## src/rtl/knob_mode_ctrl_pkg.sv

```systemverilog
// Shared types for the rotary-encoder front end: mode codes, FSM state and
// the quadrature step classifier.
package knob_pkg;

    localparam logic [1:0] MODE_FREQ = 2'b00;
    localparam logic [1:0] MODE_AMP  = 2'b01;
    localparam logic [1:0] MODE_MUTE = 2'b10;

    typedef enum logic [1:0] {
        ST_FREQ = MODE_FREQ,
        ST_AMP  = MODE_AMP,
        ST_MUTE = MODE_MUTE
    } mode_state_t;

    typedef enum logic [1:0] {
        STEP_NONE    = 2'b00,
        STEP_CW      = 2'b01,
        STEP_CCW     = 2'b10,
        STEP_ILLEGAL = 2'b11
    } quad_step_t;

    // Gray order 00->01->11->10->00 is clockwise; both bits flipping is illegal.
    function automatic quad_step_t quad_step(input logic [1:0] prev, input logic [1:0] curr);
        quad_step_t r;
        if (prev == curr) begin
            r = STEP_NONE;
        end else if ((prev ^ curr) == 2'b11) begin
            r = STEP_ILLEGAL;
        end else begin
            case ({prev, curr})
                4'b0001, 4'b0111, 4'b1110, 4'b1000: r = STEP_CW;
                default:                             r = STEP_CCW;
            endcase
        end
        return r;
    endfunction

endpackage

```

## src/rtl/knob_mode_ctrl_if.sv

```systemverilog
// Encoder/button front-end signal bundle: raw encoder/button inputs and the
// tick/enable outputs that feed the frequency and amplitude counters.
interface knob_mode_ctrl_if;
    logic       enc_a;
    logic       enc_b;
    logic       btn;
    logic       enc_tick;
    logic       enc_dir;
    logic       f_en;
    logic       a_en;
    logic       mute;
    logic [1:0] mode;
    logic       enc_err;

    modport master (
        output enc_a, enc_b, btn,
        input  enc_tick, enc_dir, f_en, a_en, mute, mode, enc_err
    );

    modport slave (
        input  enc_a, enc_b, btn,
        output enc_tick, enc_dir, f_en, a_en, mute, mode, enc_err
    );
endinterface

```

## src/rtl/button_debounce.sv

```systemverilog
// Push-button synchronizer and debouncer; emits a one-cycle press pulse
// when the accepted level goes from released to pressed.
module button_debounce
    import knob_pkg::*;
#(
    parameter int unsigned DEBOUNCE_CYCLES = 50000
) (
    input  logic clk,
    input  logic reset,
    input  logic btn,
    output logic press
);

    localparam int unsigned         CNT_W    = $clog2(DEBOUNCE_CYCLES + 1);
    localparam logic [CNT_W-1:0]    CNT_LAST = CNT_W'(DEBOUNCE_CYCLES - 1);
    localparam logic [CNT_W-1:0]    CNT_ONE  = CNT_W'(1);

    logic             btn_s1;
    logic             btn_s2;
    logic             level;
    logic [CNT_W-1:0] cnt;

    always_ff @(posedge clk) begin
        if (reset) begin
            btn_s1 <= 1'b0;
            btn_s2 <= 1'b0;
            level  <= 1'b0;
            cnt    <= '0;
            press  <= 1'b0;
        end else begin
            btn_s1 <= btn;
            btn_s2 <= btn_s1;
            press  <= 1'b0;
            // Count only while the input disagrees with the accepted level.
            if (btn_s2 == level) begin
                cnt <= '0;
            end else if (cnt == CNT_LAST) begin
                cnt   <= '0;
                level <= btn_s2;
                press <= btn_s2;
            end else begin
                cnt <= cnt + CNT_ONE;
            end
        end
    end

endmodule

```

## src/rtl/knob_mode_ctrl.sv

```systemverilog
// Rotary-encoder UI controller: quadrature decode to per-detent ticks, button
// press handling and the FREQ/AMP/MUTE mode machine driving counter enables.
module knob_mode_ctrl
    import knob_pkg::*;
#(
    parameter int unsigned DEBOUNCE_CYCLES  = 50000,
    parameter int unsigned STEPS_PER_DETENT = 4
) (
    input  logic              clk,
    input  logic              reset,
    knob_mode_ctrl_if.slave   io
);

    localparam int unsigned              SUB_W   = $clog2(STEPS_PER_DETENT) + 1;
    localparam logic signed [SUB_W-1:0]  SUB_ONE = SUB_W'(1);
    localparam logic signed [SUB_W-1:0]  SUB_MAX = SUB_W'(STEPS_PER_DETENT - 1);
    localparam logic signed [SUB_W-1:0]  SUB_MIN = -SUB_MAX;

    logic [1:0]              ab_s1, ab_s2, ab_prev;
    logic signed [SUB_W-1:0] sub_cnt, sub_nxt;
    quad_step_t              step;
    logic                    det_cw, det_ccw;
    logic                    tick_pending, tick, dir, err;
    logic                    press, press_pending, advance;
    mode_state_t             state, state_nxt;
    logic                    f_en_r, a_en_r, mute_r;
    logic                    f_en_nxt, a_en_nxt, mute_nxt;

    button_debounce #(
        .DEBOUNCE_CYCLES(DEBOUNCE_CYCLES)
    ) u_debounce (
        .clk   (clk),
        .reset (reset),
        .btn   (io.btn),
        .press (press)
    );

    always_comb begin
        step    = quad_step(ab_prev, ab_s2);
        sub_nxt = sub_cnt;
        det_cw  = 1'b0;
        det_ccw = 1'b0;
        case (step)
            STEP_CW: begin
                if (sub_cnt == SUB_MAX) begin
                    sub_nxt = '0;
                    det_cw  = 1'b1;
                end else begin
                    sub_nxt = sub_cnt + SUB_ONE;
                end
            end
            STEP_CCW: begin
                if (sub_cnt == SUB_MIN) begin
                    sub_nxt = '0;
                    det_ccw = 1'b1;
                end else begin
                    sub_nxt = sub_cnt - SUB_ONE;
                end
            end
            default: ;
        endcase
    end

    always_ff @(posedge clk) begin
        if (reset) begin
            ab_s1        <= '0;
            ab_s2        <= '0;
            ab_prev      <= '0;
            sub_cnt      <= '0;
            err          <= 1'b0;
            dir          <= 1'b0;
            tick         <= 1'b0;
            tick_pending <= 1'b0;
        end else begin
            ab_s1   <= {io.enc_a, io.enc_b};
            ab_s2   <= ab_s1;
            ab_prev <= ab_s2;
            sub_cnt <= sub_nxt;
            err     <= (step == STEP_ILLEGAL);
            if (det_cw) begin
                dir <= 1'b1;
            end else if (det_ccw) begin
                dir <= 1'b0;
            end
            // A detent landing while a tick is being issued re-arms pending,
            // so the following tick is separated by at least one low cycle.
            tick <= tick_pending && !tick;
            if (det_cw || det_ccw) begin
                tick_pending <= 1'b1;
            end else if (tick_pending && !tick) begin
                tick_pending <= 1'b0;
            end
        end
    end

    assign advance = press_pending && !tick_pending && !tick;

    always_comb begin
        state_nxt = state;
        if (advance) begin
            case (state)
                ST_FREQ: state_nxt = ST_AMP;
                ST_AMP:  state_nxt = ST_MUTE;
                default: state_nxt = ST_FREQ;
            endcase
        end
        f_en_nxt = (state_nxt == ST_FREQ);
        a_en_nxt = (state_nxt == ST_AMP);
        mute_nxt = (state_nxt == ST_MUTE);
    end

    always_ff @(posedge clk) begin
        if (reset) begin
            state         <= ST_FREQ;
            f_en_r        <= 1'b1;
            a_en_r        <= 1'b0;
            mute_r        <= 1'b0;
            press_pending <= 1'b0;
        end else begin
            state  <= state_nxt;
            f_en_r <= f_en_nxt;
            a_en_r <= a_en_nxt;
            mute_r <= mute_nxt;
            if (press) begin
                press_pending <= 1'b1;
            end else if (advance) begin
                press_pending <= 1'b0;
            end
        end
    end

    assign io.enc_tick = tick;
    assign io.enc_dir  = dir;
    assign io.enc_err  = err;
    assign io.f_en     = f_en_r;
    assign io.a_en     = a_en_r;
    assign io.mute     = mute_r;
    assign io.mode     = state;

endmodule
```

## src/flat_wrapper.sv

```systemverilog
// flat-port wrapper written by rule: the top's interface ports become plain ports
module knob_mode_ctrl_flat import knob_pkg::*;
#(
    parameter int unsigned DEBOUNCE_CYCLES  = 50000,
    parameter int unsigned STEPS_PER_DETENT = 4
)
  (clk, reset, io_enc_a, io_enc_b, io_btn, io_enc_tick, io_enc_dir, io_f_en, io_a_en, io_mute, io_mode, io_enc_err);
  knob_mode_ctrl_if io_i ();
  input  logic clk;
  input  logic reset;
  input wire logic [$bits(io_i.enc_a)-1:0] io_enc_a;
  input wire logic [$bits(io_i.enc_b)-1:0] io_enc_b;
  input wire logic [$bits(io_i.btn)-1:0] io_btn;
  output wire logic [$bits(io_i.enc_tick)-1:0] io_enc_tick;
  output wire logic [$bits(io_i.enc_dir)-1:0] io_enc_dir;
  output wire logic [$bits(io_i.f_en)-1:0] io_f_en;
  output wire logic [$bits(io_i.a_en)-1:0] io_a_en;
  output wire logic [$bits(io_i.mute)-1:0] io_mute;
  output wire logic [$bits(io_i.mode)-1:0] io_mode;
  output wire logic [$bits(io_i.enc_err)-1:0] io_enc_err;
  assign io_i.enc_a = io_enc_a;
  assign io_i.enc_b = io_enc_b;
  assign io_i.btn = io_btn;
  assign io_enc_tick = io_i.enc_tick;
  assign io_enc_dir = io_i.enc_dir;
  assign io_f_en = io_i.f_en;
  assign io_a_en = io_i.a_en;
  assign io_mute = io_i.mute;
  assign io_mode = io_i.mode;
  assign io_enc_err = io_i.enc_err;
  knob_mode_ctrl #(.DEBOUNCE_CYCLES(DEBOUNCE_CYCLES), .STEPS_PER_DETENT(STEPS_PER_DETENT)) u_core (.clk(clk), .reset(reset), .io(io_i));
endmodule
```

## config.mk

```make
export PLATFORM = sky130hd
export DESIGN_NAME = knob_mode_ctrl_flat
export DESIGN_NICKNAME = d
export VERILOG_FILES = /design/src/rtl/knob_mode_ctrl_pkg.sv /design/src/rtl/knob_mode_ctrl_if.sv /design/src/rtl/button_debounce.sv /design/src/rtl/knob_mode_ctrl.sv /design/src/flat_wrapper.sv
export SDC_FILE = /design/constraint.sdc
export NUM_CORES = 1
export LEC_CHECK = 0
export CAP_MARGIN = 10
export CORE_UTILIZATION = 50
export CTS_CLUSTER_DIAMETER = 50
export DETAILED_ROUTE_END_ITERATION = 16
export PLACE_DENSITY = 0.7
export SLEW_MARGIN = 25
export SYNTH_ARGS = -nofsm -noshare
export SYNTH_HDL_FRONTEND = slang
export SYNTH_SLANG_ARGS = --single-unit
```

## constraint.sdc

```tcl
create_clock -name clk -period 2.07 [get_ports clk]
set_clock_uncertainty 0.2 [all_clocks]
set_input_delay 0.3105 -clock clk [delete_from_list [all_inputs] [get_ports clk]]
set_output_delay 0.3105 -clock clk [all_outputs]
set_load 0.02 [all_outputs]
```

Word level (Yosys, flattened, before mapping)
Cells that the tools add are included.
Widths: inputs -> output; s select.
{"block": "word_totals", "register_bits": 39, "input_bits": 5, "output_inout_bits": 8}
{"block": "classes", "addsub": 3, "eq_ne": 16, "mux": 18, "n_bitwise": 3, "n_reduce_logical": 16}
{"cell": "$add 16x1->16 const B", "count": 1}
{"cell": "$eq 16x16->1 const B", "count": 1}
{"cell": "$mux 1", "count": 10}
{"cell": "$eq 2x2->1 const B", "count": 4}
{"cell": "$eq 4x4->1 const B", "count": 2}
{"cell": "$mux 2", "count": 4}
{"cell": "$reduce_bool 2->1", "count": 4}
{"cell": "$eq 2x1->1 const B", "count": 3}
{"cell": "$eq 3x3->1 const B", "count": 2}
{"cell": "$mux 3", "count": 2}
{"cell": "$pmux 3 s2", "count": 1}
{"cell": "$reduce_or 3->1", "count": 2}
{"cell": "$eq 4x1->1 const B", "count": 1}
{"cell": "$eq 4x3->1 const B", "count": 1}
{"cell": "$logic_not 2->1", "count": 2}
{"cell": "$pmux 2 s2", "count": 1}
{"cell": "$reduce_or 4->1", "count": 1}
{"cell": "$add 3x2->3 const B", "count": 1}
{"cell": "$logic_and 1x1->1", "count": 3}
{"cell": "$sub 3x2->3 const B", "count": 1}
{"cell": "$eq 2x2->1", "count": 1}
{"cell": "$logic_not 1->1", "count": 2}
{"cell": "$not 1->1", "count": 2}
{"cell": "$reduce_and 2->1", "count": 1}
{"cell": "other kinds (3)", "count": 3}

Depth between registers and ports, before layout
Gate-level depths: netlist of run 1.
{"block": "depth", "word_depth": 9, "depth_mapped": 10, "ltp_nobuf": 9}

Modules after synthesis
A second synthesis of run 1 with hierarchy kept.
{"block": "unflattened", "cells_unflattened": 184, "hier_area_um2": 1794.2}
{"module": "button_debounce", "instances": 1, "cells_each": 98, "area_per_inst_um2": 985.9, "seq_area_each_um2": 400.4}
{"module": "knob_mode_ctrl", "instances": 1, "cells_each": 86, "area_per_inst_um2": 808.3, "seq_area_each_um2": 380.4}

Least setup slack after synthesis of run 1
Ideal clock, no wire load.
{"block": "synth_timing", "kind": "reg2reg", "from": "register u_core.ab_s2[1]", "to": "register u_core.sub_cnt[0]", "setup_ns": 0.132, "arrival_time_ns": 1.492, "required_time_ns": 1.738, "slack_ns": 0.245, "path_stages_with_launch": 9, "path_cell_list": "dfxtp_1 > clkbuf_1 > nand2b_1 > nand3_1 > o21ai_0 > inv_1 > ha_1 > o311ai_0 > a21oi_1"}
{"block": "synth_between", "elab_chain_len": 7}
{"element": "start, declared", "line": "knob_mode_ctrl.sv:19", "rtl": "logic [1:0] ab_s1, ab_s2, ab_prev;"}
{"element": "start signal, assigned", "line": "knob_mode_ctrl.sv:76", "rtl": "ab_s2 <= ab_s1;"}
{"element": "$eq 4x1->1 (tied with other cells)", "line": "knob_mode_ctrl_pkg.sv:30", "rtl": "case ({prev, curr})"}
{"element": "$reduce_or 4->1", "line": "knob_mode_ctrl_pkg.sv:30"}
{"element": "$mux 2", "line": "knob_mode_ctrl_pkg.sv:30"}
{"element": "$mux 2", "line": "knob_mode_ctrl_pkg.sv:27", "rtl": "end else if ((prev ^ curr) == 2'b11) begin"}
{"element": "$mux 2 *", "line": "knob_mode_ctrl_pkg.sv:25", "rtl": "if (prev == curr) begin"}
{"element": "$eq 2x2->1 or $eq 2x1->1 (tied branches)", "line": "knob_mode_ctrl.sv:43", "rtl": "case (step)"}
{"element": "$pmux 3 s2 or $reduce_bool 2->1 (tied branches)"}
{"element": "end signal, assigned", "line": "knob_mode_ctrl.sv:78", "rtl": "sub_cnt <= sub_nxt;"}
{"element": "end, declared", "line": "knob_mode_ctrl.sv:20", "rtl": "logic signed [SUB_W-1:0] sub_cnt, sub_nxt;"}
Mark *: on every way between the ends. The rest lies on a longest branch, timed or not.
A chain may end at the register's enable or synchronous reset.

Final worst setup path of run 1
{"block": "layout_timing", "from": "register u_core.state[0] (netlist: u_core.io.mode[0])", "to": "output io_mode[0]"}
{"element": "start, declared", "line": "knob_mode_ctrl.sv:25", "rtl": "mode_state_t state, state_nxt;"}
{"element": "start signal, assigned", "line": "knob_mode_ctrl.sv:120", "rtl": "state <= state_nxt;"}
{"element": "end, declared", "line": "flat_wrapper.sv:19", "rtl": "output wire logic [$bits(io_i.mode)-1:0] io_mode;"}
No word-level cell between the ends.

==> results of run 1 <==
==> timing repair <==
| action | in CTS | in global routing |
|---|---|---|
| endpoints found under the setup margin | 0 | 3 |
| hold endpoints to repair | 0 | 0 |
| resized for setup | 0 | 3 |
==> cells in the final DEF (no fill, tap or decap), drive strengths merged, types with 2 or more instances in the layout <==
cell	count
a211oi	4
a21oi	6
a31oi	2
and3	2
buf	2
clkbuf	7
clkdlybuf4s50	12
dfxtp	39
ha	6
inv	10
mux2i	2
nand2	12
nand3	8
nand4	4
nor2	22
nor2b	9
nor3	7
nor4	5
o211ai	2
o21ai	4
xnor2	15
xor2	3
==> power by group through the flow <==
stage / Combinational, mW / Sequential (mW) / Clock (mW)
after floorplan: 0.0553 / 0.790 / 0
after detailed placement: 0.0763 / 0.793 / 0
after CTS: 0.0767 / 0.776 / 0.373
after global placement: 0.0720 / 0.792 / 0
final: 0.0763 / 0.776 / 0.359
after global routing: 0.0867 / 0.779 / 0.415
==> state kept, by name, indices dropped and copies added (netlist names), 2 cells and up <==
signal,count
u_core.sub_cnt,3
u_core.u_debounce.cnt,16
u_core.ab_s1,2
u_core.ab_s2,2
u_core.io.mode,2
u_core.ab_prev,2
==> final cells by class <==
| cell class | count | area (um2) |
|---|---|---|
| repair buffers | 14 | 135 |
| multi-input cells | 123 | 778 |
| clock buffers | 7 | 45.0 |
| fillers | 291 | 1210 |
| inverters | 10 | 37.5 |
| clock inverters | 1 | 5.00 |
| well taps | 44 | 55.1 |
| flip-flops and latches | 39 | 782 |
==> worst max-delay path by stage <==
stage,start,endpoint,slack [ns],cells past startpoint
finish,u_core.io.mode[0],io_mode[0],0.17,1
detailed placement,u_core.ab_s2[1],u_core.sub_cnt[2],0.20,7
floorplan,u_core.ab_s2[1],u_core.sub_cnt[0],0.25,8
global route,u_core.ab_s2[1],u_core.sub_cnt[1],0.09,8
global placement,u_core.ab_s2[1],u_core.sub_cnt[2],0.27,7
CTS,u_core.io.mode[0],io_mode[0],0.16,1
==> routing by layer <==
layer  vias to the layer above  track usage, %
li1                        636               -
met4                         0            7.82
met1                       550            23.0
met3                         2            7.25
met2                        24            25.8
met5                         -               0
==> cell families (layout without fill, tap and decap cells) <==
group	Yosys count	count (layout)	synth area share, %
fa+ha+maj	6	6	4.65
buf+inv	15	32	3.64
compound gates	20	20	7.82
xor+xnor	18	18	9.76
flops	39	39	48.3
mux	2	2	1.24
simple gates	77	77	24.6
==> run_results.csv, run 1 <==
group,metric,value,unit
synthesis,synthMostInstantiatedCell,"dfxtp_1",
outcome,status,"finished, final reports clean",
synthesis,syn_area,0.00162,mm2
synthesis,synth_top_area_share,48.3,%
timing,fin_crit_sh,91.7,%
detailed_routing,routed_wl,2640,um
power_and_ir_drop,ir_drop,0.000447,V
detailed_routing,drtPass1Iterations,4,
cts,clkTransAtPathRegs,0.11,ns
timing,worst_pin_slew,0.475,ns
synthesis,yosysSeqAreaShare,48.3,%
cts,numCtsBuffers,5,
floorplan,initial_utilization,52.9,%
floorplan,die_area,0.00346,mm2
place,pre_cts_ws,0.195,ns
global_routing,antenna_found_initial,0,
hold_path,hold_path_depth,1,
final_layout,utilization,60.2,%
final_layout,layout-drive-gt1-share,6.19,%
worst_setup_path,ff2ff_path_depth,5,
worst_setup_path,regToRegSetupSlack,0.28,ns
final_layout,nets,204,
worst_setup_path,cp-end-kind,"primary output",
detailed_routing,wl_met2,1210,um
power_and_ir_drop,power_switching,0.279,mW
power_and_ir_drop,switching_share,23.1,%
worst_setup_path,path_class,"flop to primary output",
timing,setup_viol,0,
synthesis,synth_area_leader_cell,"dfxtp_1",
synthesis,synth_fp_nets,188,
detailed_routing,drt_iter0_drc,49,
synthesis,ys_top_cells_by_count,"dfxtp_1 (39), nor2_1 (22), xnor2_1 (15), nand2_1 (12), inv_1 (10)",
power_and_ir_drop,power.total,1.21,mW
cts,cts_sinks,39,
worst_setup_path,cp.arrival,1.39,ns
power_and_ir_drop,p_clk_share,29.6,%
synthesis,synth_edf_count,0,
cts,cts_hold_buf,0,
worst_setup_path,crit_slowest_cell,"clkdlybuf4s50_1",
timing,max_freq,527,MHz
detailed_routing,highest-signal-layer,"met4",
global_routing,gr-total-overflow,0,
synthesis,synth.area.top_cells,"dfxtp_1 (48%), xnor2_1 (8.1%), nor2_1 (5.1%), ha_1 (4.6%), nor2b_1 (3.5%)",
detailed_routing,wl_met1,1290,um
synthesis,syn-instance-count,177,
global_routing,grt_pass1_vias,1068,
job,cap_violations,0,
synthesis,synth-main-ff-cell,"dfxtp_1",
timing,rsz0062_at_grt,"no",
detailed_routing,ant_nets,0,
synthesis,ys_seq_elements,39,
power_and_ir_drop,p_int,0.932,mW
floorplan,io_pins,13,
hold_path,hold_path_class,"flop to flop",
global_routing,grt_pass1_wl,4570,um
worst_setup_path,path_cells,"clkdlybuf4s50_1",
floorplan,coreArea,0.00305,mm2
hold_path,holdPathEnd,"u_core.ab_s2[1]",
final_layout,antenna-diode-count,0,
synthesis,postSynth.asyncResetShare,0,%
final_layout,stdcell_area,0.00184,mm2
place,placed_area,0.00178,mm2
synthesis,yosysWarnings,0,
power_and_ir_drop,powerDensity,659,mW/mm2
cts,htree_levels,2,
cts,cts-root-buf,"clkbuf_4",
power_and_ir_drop,p_leak,0.602,nW
detailed_routing,routedWlPerCell,11.1,um
final_layout,area_delta_synth_final,13.8,%
detailed_routing,via_count,1212,
timing,period_needed,1.90,ns
timing,setup_slack,0.171,ns
hold_path,min-delay-start,"u_core.ab_s1[1]",
global_routing,track_usage,17.7,%
cts,clock_latency,0.33,ns
timing,finalHoldViolations,0,
cts,cts_max_path_buffers,2,
worst_setup_path,r2r-end,"u_core.u_debounce.cnt[3]",
worst_setup_path,critPathBufInv,1,
timing,relSlewSlack,68.3,%
cts,cts_tree,"built",
floorplan,chipHeight,58.8,um
timing,timing.hold.ws,0.245,ns
cts,cts_setup_buffers,0,
place,dp_cells,230,
final_layout,finalNonFillerCells,238,
place,hpwl,1930,um
synthesis,synth_cell_types,32,
place,port_buffers,12,
worst_setup_path,path_delay_family,"buffers and inverters",
floorplan,die_w,58.8,um
power_and_ir_drop,p_seq_share,64.1,%
detailed_routing,drc,0,
timing,final-max-slew-violation-count,0,
worst_setup_path,crit_fanout,6,
detailed_routing,viasPerCell,5.09,
worst_setup_path,cp.required,1.56,ns
floorplan,num_rows,20,
worst_setup_path,crit_path_start_kind,"flop",
synthesis,synth_area_per_cell,9.13,um2
detailed_routing,route.met3.wl,127,um
timing,tns,0,ns
worst_setup_path,worstReg2RegStart,"u_core.u_debounce.cnt[0]",
place,routabilityCongestion,0.773,
worst_setup_path,max_stage_delay,0.63,ns
global_routing,grt_start_max_net_pins,24,
power_and_ir_drop,pwr-share-comb,6.3,%
(Power assumes the default switching activity.)
==> inputs of run 2 (changes only) <==
Clock period 2.07 ns to 1.85 ns, I/O delays scaled along.
==> run 2 against run 1 <==
Core utilization increased by 2.5 points. Sequential power increased by 12%. Non-clock buffer count increased by 1. First-iteration DRC count increased by 10%. Combinational power increased by 40%. Cell area increased by 4.2%.
==> run_results.csv, run 2 (synthesis results as in run 1) <==
group,metric,value,unit
detailed_routing,routed_wl,2680,um
cts,htree_levels,2,
floorplan,num_rows,20,
job,cap_violations,0,
worst_setup_path,crit_fanout,8,
final_layout,nets,205,
worst_setup_path,cp-end-kind,"flop",
worst_setup_path,worstReg2RegStart,"u_core.ab_s2[1]",
detailed_routing,ant_nets,0,
floorplan,coreArea,0.00305,mm2
place,pre_cts_ws,-0.0400,ns
global_routing,antenna_found_initial,0,
global_routing,grt_start_max_net_pins,24,
power_and_ir_drop,power_switching,0.320,mW
outcome,status,"finished, final reports clean",
worst_setup_path,ff2ff_path_depth,9,
worst_setup_path,r2r-end,"u_core.sub_cnt[1]",
power_and_ir_drop,p_seq_share,63.1,%
final_layout,antenna-diode-count,0,
detailed_routing,drt_iter0_drc,54,
worst_setup_path,cp.required,1.88,ns
timing,timing.hold.ws,0.243,ns
floorplan,chipHeight,58.8,um
timing,period_needed,1.77,ns
power_and_ir_drop,pwr-share-comb,7.8,%
power_and_ir_drop,switching_share,23.3,%
global_routing,grt_pass1_wl,4400,um
final_layout,largest_registers,"u_core.u_debounce.cnt: 16 flops, u_core.sub_cnt: 3 flops",
timing,worst_pin_slew,0.351,ns
timing,setup_viol,0,
power_and_ir_drop,ir_drop,0.000561,V
timing,relSlewSlack,76.3,%
final_layout,largest_reg_flops,16,
final_layout,finalNonFillerCells,239,
hold_path,hold_path_depth,1,
place,hpwl,1880,um
detailed_routing,drtPass1Iterations,4,
worst_setup_path,path_class,"flop to flop",
final_layout,area_delta_synth_final,18.6,%
worst_setup_path,crit_path_start_kind,"flop",
cts,cts_sinks,39,
floorplan,io_pins,13,
power_and_ir_drop,powerDensity,718,mW/mm2
cts,cts-root-buf,"clkbuf_4",
global_routing,gr-total-overflow,0,
place,routabilityCongestion,0.772,
cts,clkTransAtPathRegs,0.11,ns
place,dp_cells,230,
final_layout,layout_commonest_cell,"dfxtp_1",
worst_setup_path,cp.arrival,1.80,ns
timing,finalHoldViolations,0,
power_and_ir_drop,p_clk_share,29.1,%
hold_path,holdPathEnd,"u_core.u_debounce.btn_s2",
place,port_buffers,12,
hold_path,hold_path_class,"flop to flop",
floorplan,die_w,58.8,um
worst_setup_path,regToRegSetupSlack,0.08,ns
global_routing,grt_pass1_vias,1019,
cts,numCtsBuffers,5,
power_and_ir_drop,p_leak,0.652,nW
cts,cts_max_path_buffers,2,
power_and_ir_drop,p_int,1.06,mW
floorplan,initial_utilization,52.9,%
detailed_routing,via_count,1227,
final_layout,layout-drive-gt1-share,10.8,%
final_layout,stdcell_area,0.00192,mm2
timing,setup_slack,0.0824,ns
detailed_routing,viasPerCell,5.13,
cts,cts_tree,"built",
timing,final-max-slew-violation-count,0,
timing,max_freq,566,MHz
global_routing,track_usage,17.1,%
timing,fin_crit_sh,95.5,%
floorplan,die_area,0.00346,mm2
detailed_routing,routedWlPerCell,11.2,um
cts,clock_latency,0.34,ns
final_layout,largest_register,"u_core.u_debounce.cnt",
place,placed_area,0.00181,mm2
power_and_ir_drop,power.total,1.38,mW
hold_path,min-delay-start,"u_core.u_debounce.btn_s1",
final_layout,layout_common_cells,"dfxtp_1 (36), nor2_1 (22), xnor2_1 (15)",
detailed_routing,drc,0,
## run 2: cell types whose count changed in the layout (fill, tap and decap cells not counted), sizes merged
cell           previous run  this run
buf                       2         3
clkdlybuf4s50            12         9
dlygate4sd2               0         2
dlymetal6s2s              0         1
## run 2: timing repair
action	in CTS	in global routing
hold buffers	0	0
pin swaps	0	2
setup buffers	0	1
endpoints found under the setup margin	5	20
gates resized for setup	3	14
## run 2: worst max path at each step
stage,start,slack (ns),end,cells after the start
global route,u_core.ab_s2[1],-0.02,u_core.sub_cnt[1],9
global placement,u_core.ab_s2[1],0.06,u_core.sub_cnt[0],6
floorplan,u_core.ab_s2[1],0.03,u_core.sub_cnt[0],8
detailed placement,u_core.ab_s2[1],-0.04,u_core.sub_cnt[2],8
finish,u_core.ab_s2[1],0.08,u_core.sub_cnt[1],9
CTS,u_core.io.enc_tick,0.001,io_enc_tick,1
## run 2: per-stage QoR
| stage | setup TNS [ns] | utilization (%) |
|---|---|---|
| after floorplan | 0 | - |
| after global placement | 0 | 59.3 |
| after detailed placement | -0.0836 | 59.3 |
| after CTS | 0 | 60.9 |
| after global routing | -0.0179 | 62.7 |
| final | 0 | 62.7 |
## run 2: area by class of cell
cell class | count | area [um2]
clock buffers | 7 | 45.0
clock inverters | 1 | 5.00
fillers | 281 | 1140
inverters | 10 | 37.5
multi-input cells | 123 | 818
flip-flops and latches | 39 | 787
well taps | 44 | 55.1
repair buffers | 15 | 168
## run 2: per-layer routing
layer / part of all wire (%) / track usage [%] / wire length, um
met1: 49 / 22.7 / 1310
met2: 45 / 24.8 / 1200
met3: 4.3 / 5.93 / 114
met4: 2.1 / 8.16 / 56
met5: 0 / 0 / 0
## run 2: critical path, cell delays in order, from the launching register on
cell and delay, ns:
dfxtp_4 0.39, nand2b_1 0.12, nand3_1 0.10, o21ai_2 0.11
inv_1 0.10, ha_4 0.19, inv_1 0.07, a211oi_2 0.04
a211oi_1 0.26, a211oi_1 0.09
## run 2: power groups by stage
stage / Combinational [mW] / Clock, mW / Sequential (mW)
final: 0.107 / 0.400 / 0.869
after global routing: 0.117 / 0.458 / 0.872
after CTS: 0.0911 / 0.417 / 0.869
after detailed placement: 0.0906 / 0 / 0.888
after global placement: 0.0862 / 0 / 0.886
after floorplan: 0.0619 / 0 / 0.884
==> inputs of run 3 (changes only) <==
Settings changed: CORE_UTILIZATION 50 to 45, CTS_CLUSTER_DIAMETER 50 to 60, PLACE_DENSITY 0.7 to not set.
==> run 3 against run 2 <==
Sequential power is essentially flat. Worst setup slack lost 0.0077 ns. Sequential share of layout area shrank 0.45 points. Critical path type unchanged. Highest routed layer unchanged.
==> run_results.csv, run 3 (synthesis results as in run 1) <==
group,metric,value,unit
cts,cts_sinks,39,
worst_setup_path,cp-end-kind,"flop",
global_routing,grt_pass1_wl,4650,um
worst_setup_path,worstReg2RegStart,"u_core.ab_s2[1]",
final_layout,multi_input_area,818,um2
floorplan,io_pins,13,
power_and_ir_drop,power_switching,0.336,mW
place,routabilityCongestion,0.759,
worst_setup_path,max_stage_delay,0.39,ns
cts,cts_tree,"built",
power_and_ir_drop,p_seq_share,55.7,%
power_and_ir_drop,p_leak,0.667,nW
global_routing,grt_pass1_vias,1117,
final_layout,antenna-diode-count,0,
floorplan,die_area,0.00383,mm2
timing,final-max-slew-violation-count,0,
final_layout,nets,206,
detailed_routing,routed_wl,2900,um
timing,rsz0062_at_grt,"yes",
detailed_routing,viasPerCell,5.15,
power_and_ir_drop,p_int,1.23,mW
final_layout,layout_common_cells,"dfxtp_1 (36), nor2_1 (22), xnor2_1 (15)",
outcome,status,"finished, final reports clean",
hold_path,holdPathEnd,"u_core.ab_s2[1]",
power_and_ir_drop,switching_share,21.5,%
hold_path,hold_path_depth,1,
worst_setup_path,ff2ff_path_depth,8,
final_layout,area_delta_synth_final,19.9,%
global_routing,gr-total-overflow,0,
cts,cts-root-buf,"clkbuf_4",
floorplan,chipHeight,61.9,um
hold_path,hold_path_class,"flop to flop",
timing,max_freq,563,MHz
floorplan,die_w,61.9,um
cts,numCtsBuffers,5,
cts,cts_max_path_buffers,2,
worst_setup_path,crit_path_start_kind,"flop",
detailed_routing,routedWlPerCell,12.0,um
detailed_routing,via_count,1246,
detailed_routing,ant_nets,0,
final_layout,layout-drive-gt1-share,12.2,%
global_routing,antenna_found_initial,0,
place,hpwl,2090,um
global_routing,track_usage,17.3,%
worst_setup_path,regToRegSetupSlack,0.07,ns
hold_path,min-delay-start,"u_core.ab_s1[1]",
detailed_routing,drc,0,
timing,finalHoldViolations,0,
timing,worst_pin_slew,0.376,ns
worst_setup_path,cp.arrival,1.83,ns
cts,clkTransAtPathRegs,0.11,ns
power_and_ir_drop,ir_drop,0.000484,V
timing,relSlewSlack,74.6,%
worst_setup_path,path_class,"flop to flop",
floorplan,coreArea,0.00339,mm2
worst_setup_path,crit_slowest_cell,"dfxtp_4",
final_layout,finalNonFillerCells,242,
cts,htree_levels,2,
final_layout,largest_register,"u_core.u_debounce.cnt",
final_layout,largest_registers,"u_core.u_debounce.cnt: 16 flops, u_core.sub_cnt: 3 flops",
detailed_routing,drt_iter0_drc,67,
floorplan,initial_utilization,47.7,%
timing,period_needed,1.78,ns
worst_setup_path,path_cells,"nand2_1 > o21ai_0 > o21ai_2 > ha_4 > inv_1 > a211oi_2 > a211oi_2 > a211oi_1",
power_and_ir_drop,p_clk_share,37.5,%
final_layout,n_fill_cell,320,
place,port_buffers,12,
power_and_ir_drop,pwr-share-comb,6.8,%
job,cap_violations,0,
cts,clock_latency,0.33,ns
worst_setup_path,startpoint,"u_core.ab_s2[1]",
power_and_ir_drop,powerDensity,806,mW/mm2
final_layout,largest_reg_flops,16,
cts,cts_hold_buf,0,
worst_setup_path,r2r-end,"u_core.sub_cnt[1]",
final_layout,register_area,787,um2
global_routing,grt_start_max_net_pins,15,
timing,fin_crit_sh,96.0,%
detailed_routing,drtPass1Iterations,4,
worst_setup_path,crit_fanout,8,
place,dp_cells,234,
worst_setup_path,cp_common_cell,"a211oi_2",
floorplan,num_rows,21,
worst_setup_path,cp.required,1.90,ns
final_layout,utilization,57.1,%
timing,setup_viol,0,
final_layout,layout_commonest_cell,"dfxtp_1",
==> run 3: through the flow <==
stage               area (um2)  setup TNS, ns  total power, mW  hold WS [ns]  setup WS, ns
floorplan                 1620              0            0.946         0.149        0.0253
global placement          1800              0            0.972         0.217       0.00769
detailed placement        1800         -0.357            0.977         0.237        -0.136
CTS                       1890              0             1.57         0.257       0.00254
global route              1940        -0.0486             1.63         0.268       -0.0253
finish                    1940              0             1.56         0.253        0.0748
==> run 3: routing by layer <==
| layer | share of wire (%) | GRT usage, % |
|---|---|---|
| met5 | 0 | 0 |
| met4 | 0.79 | 6.67 |
| met3 | 4.0 | 7.25 |
| met2 | 47 | 27.6 |
| met1 | 48 | 20.7 |
==> run 3: worst max-delay path, delay by kind of cell (launching register included) <==
| kind | cells | cell delay (ns) |
|---|---|---|
| AND/OR/NAND/NOR | 1 | 0.07 |
| buffers and inverters | 1 | 0.06 |
| adder cells (fa/ha/maj) | 1 | 0.21 |
| AO/OA/AOI/OAI | 5 | 0.78 |
| flip-flops | 1 | 0.39 |
==> run 3: worst max path at each step <==
| stage | to | slack (ns) |
|---|---|---|
| 3_3_place_gp | u_core.sub_cnt[0] | 0.008 |
| 3_5_place_dp | u_core.sub_cnt[1] | -0.14 |
| 6_report | u_core.sub_cnt[1] | 0.07 |
| 2_1_floorplan | u_core.sub_cnt[0] | 0.03 |
| 5_1_grt | u_core.sub_cnt[1] | -0.03 |
| 4_1_cts | u_core.sub_cnt[1] | 0.003 |
==> run 3: cell type report <==
class,count,share of cell area [%]
clock buffers,6,2.65
clock inverters,2,1.81
inverters,10,1.94
multi-input cells,123,42.2
flip-flops and latches,39,40.6
well taps,46,2.97
repair buffers,16,7.75
==> run 3: timing repair <==
item | in CTS | in global routing
buffers inserted | 0 | 0
pin swaps | 1 | 2
resized for setup | 7 | 10
setup endpoints to repair | 6 | 4
==> run 3: power by group through the flow <==
stage / clock (mW) / sequential (mW) / combinational, mW
final: 0.585 / 0.869 / 0.107
after global routing: 0.643 / 0.872 / 0.118
after CTS: 0.611 / 0.870 / 0.0902
after detailed placement: 0 / 0.888 / 0.0890
after global placement: 0 / 0.887 / 0.0847
after floorplan: 0 / 0.884 / 0.0619
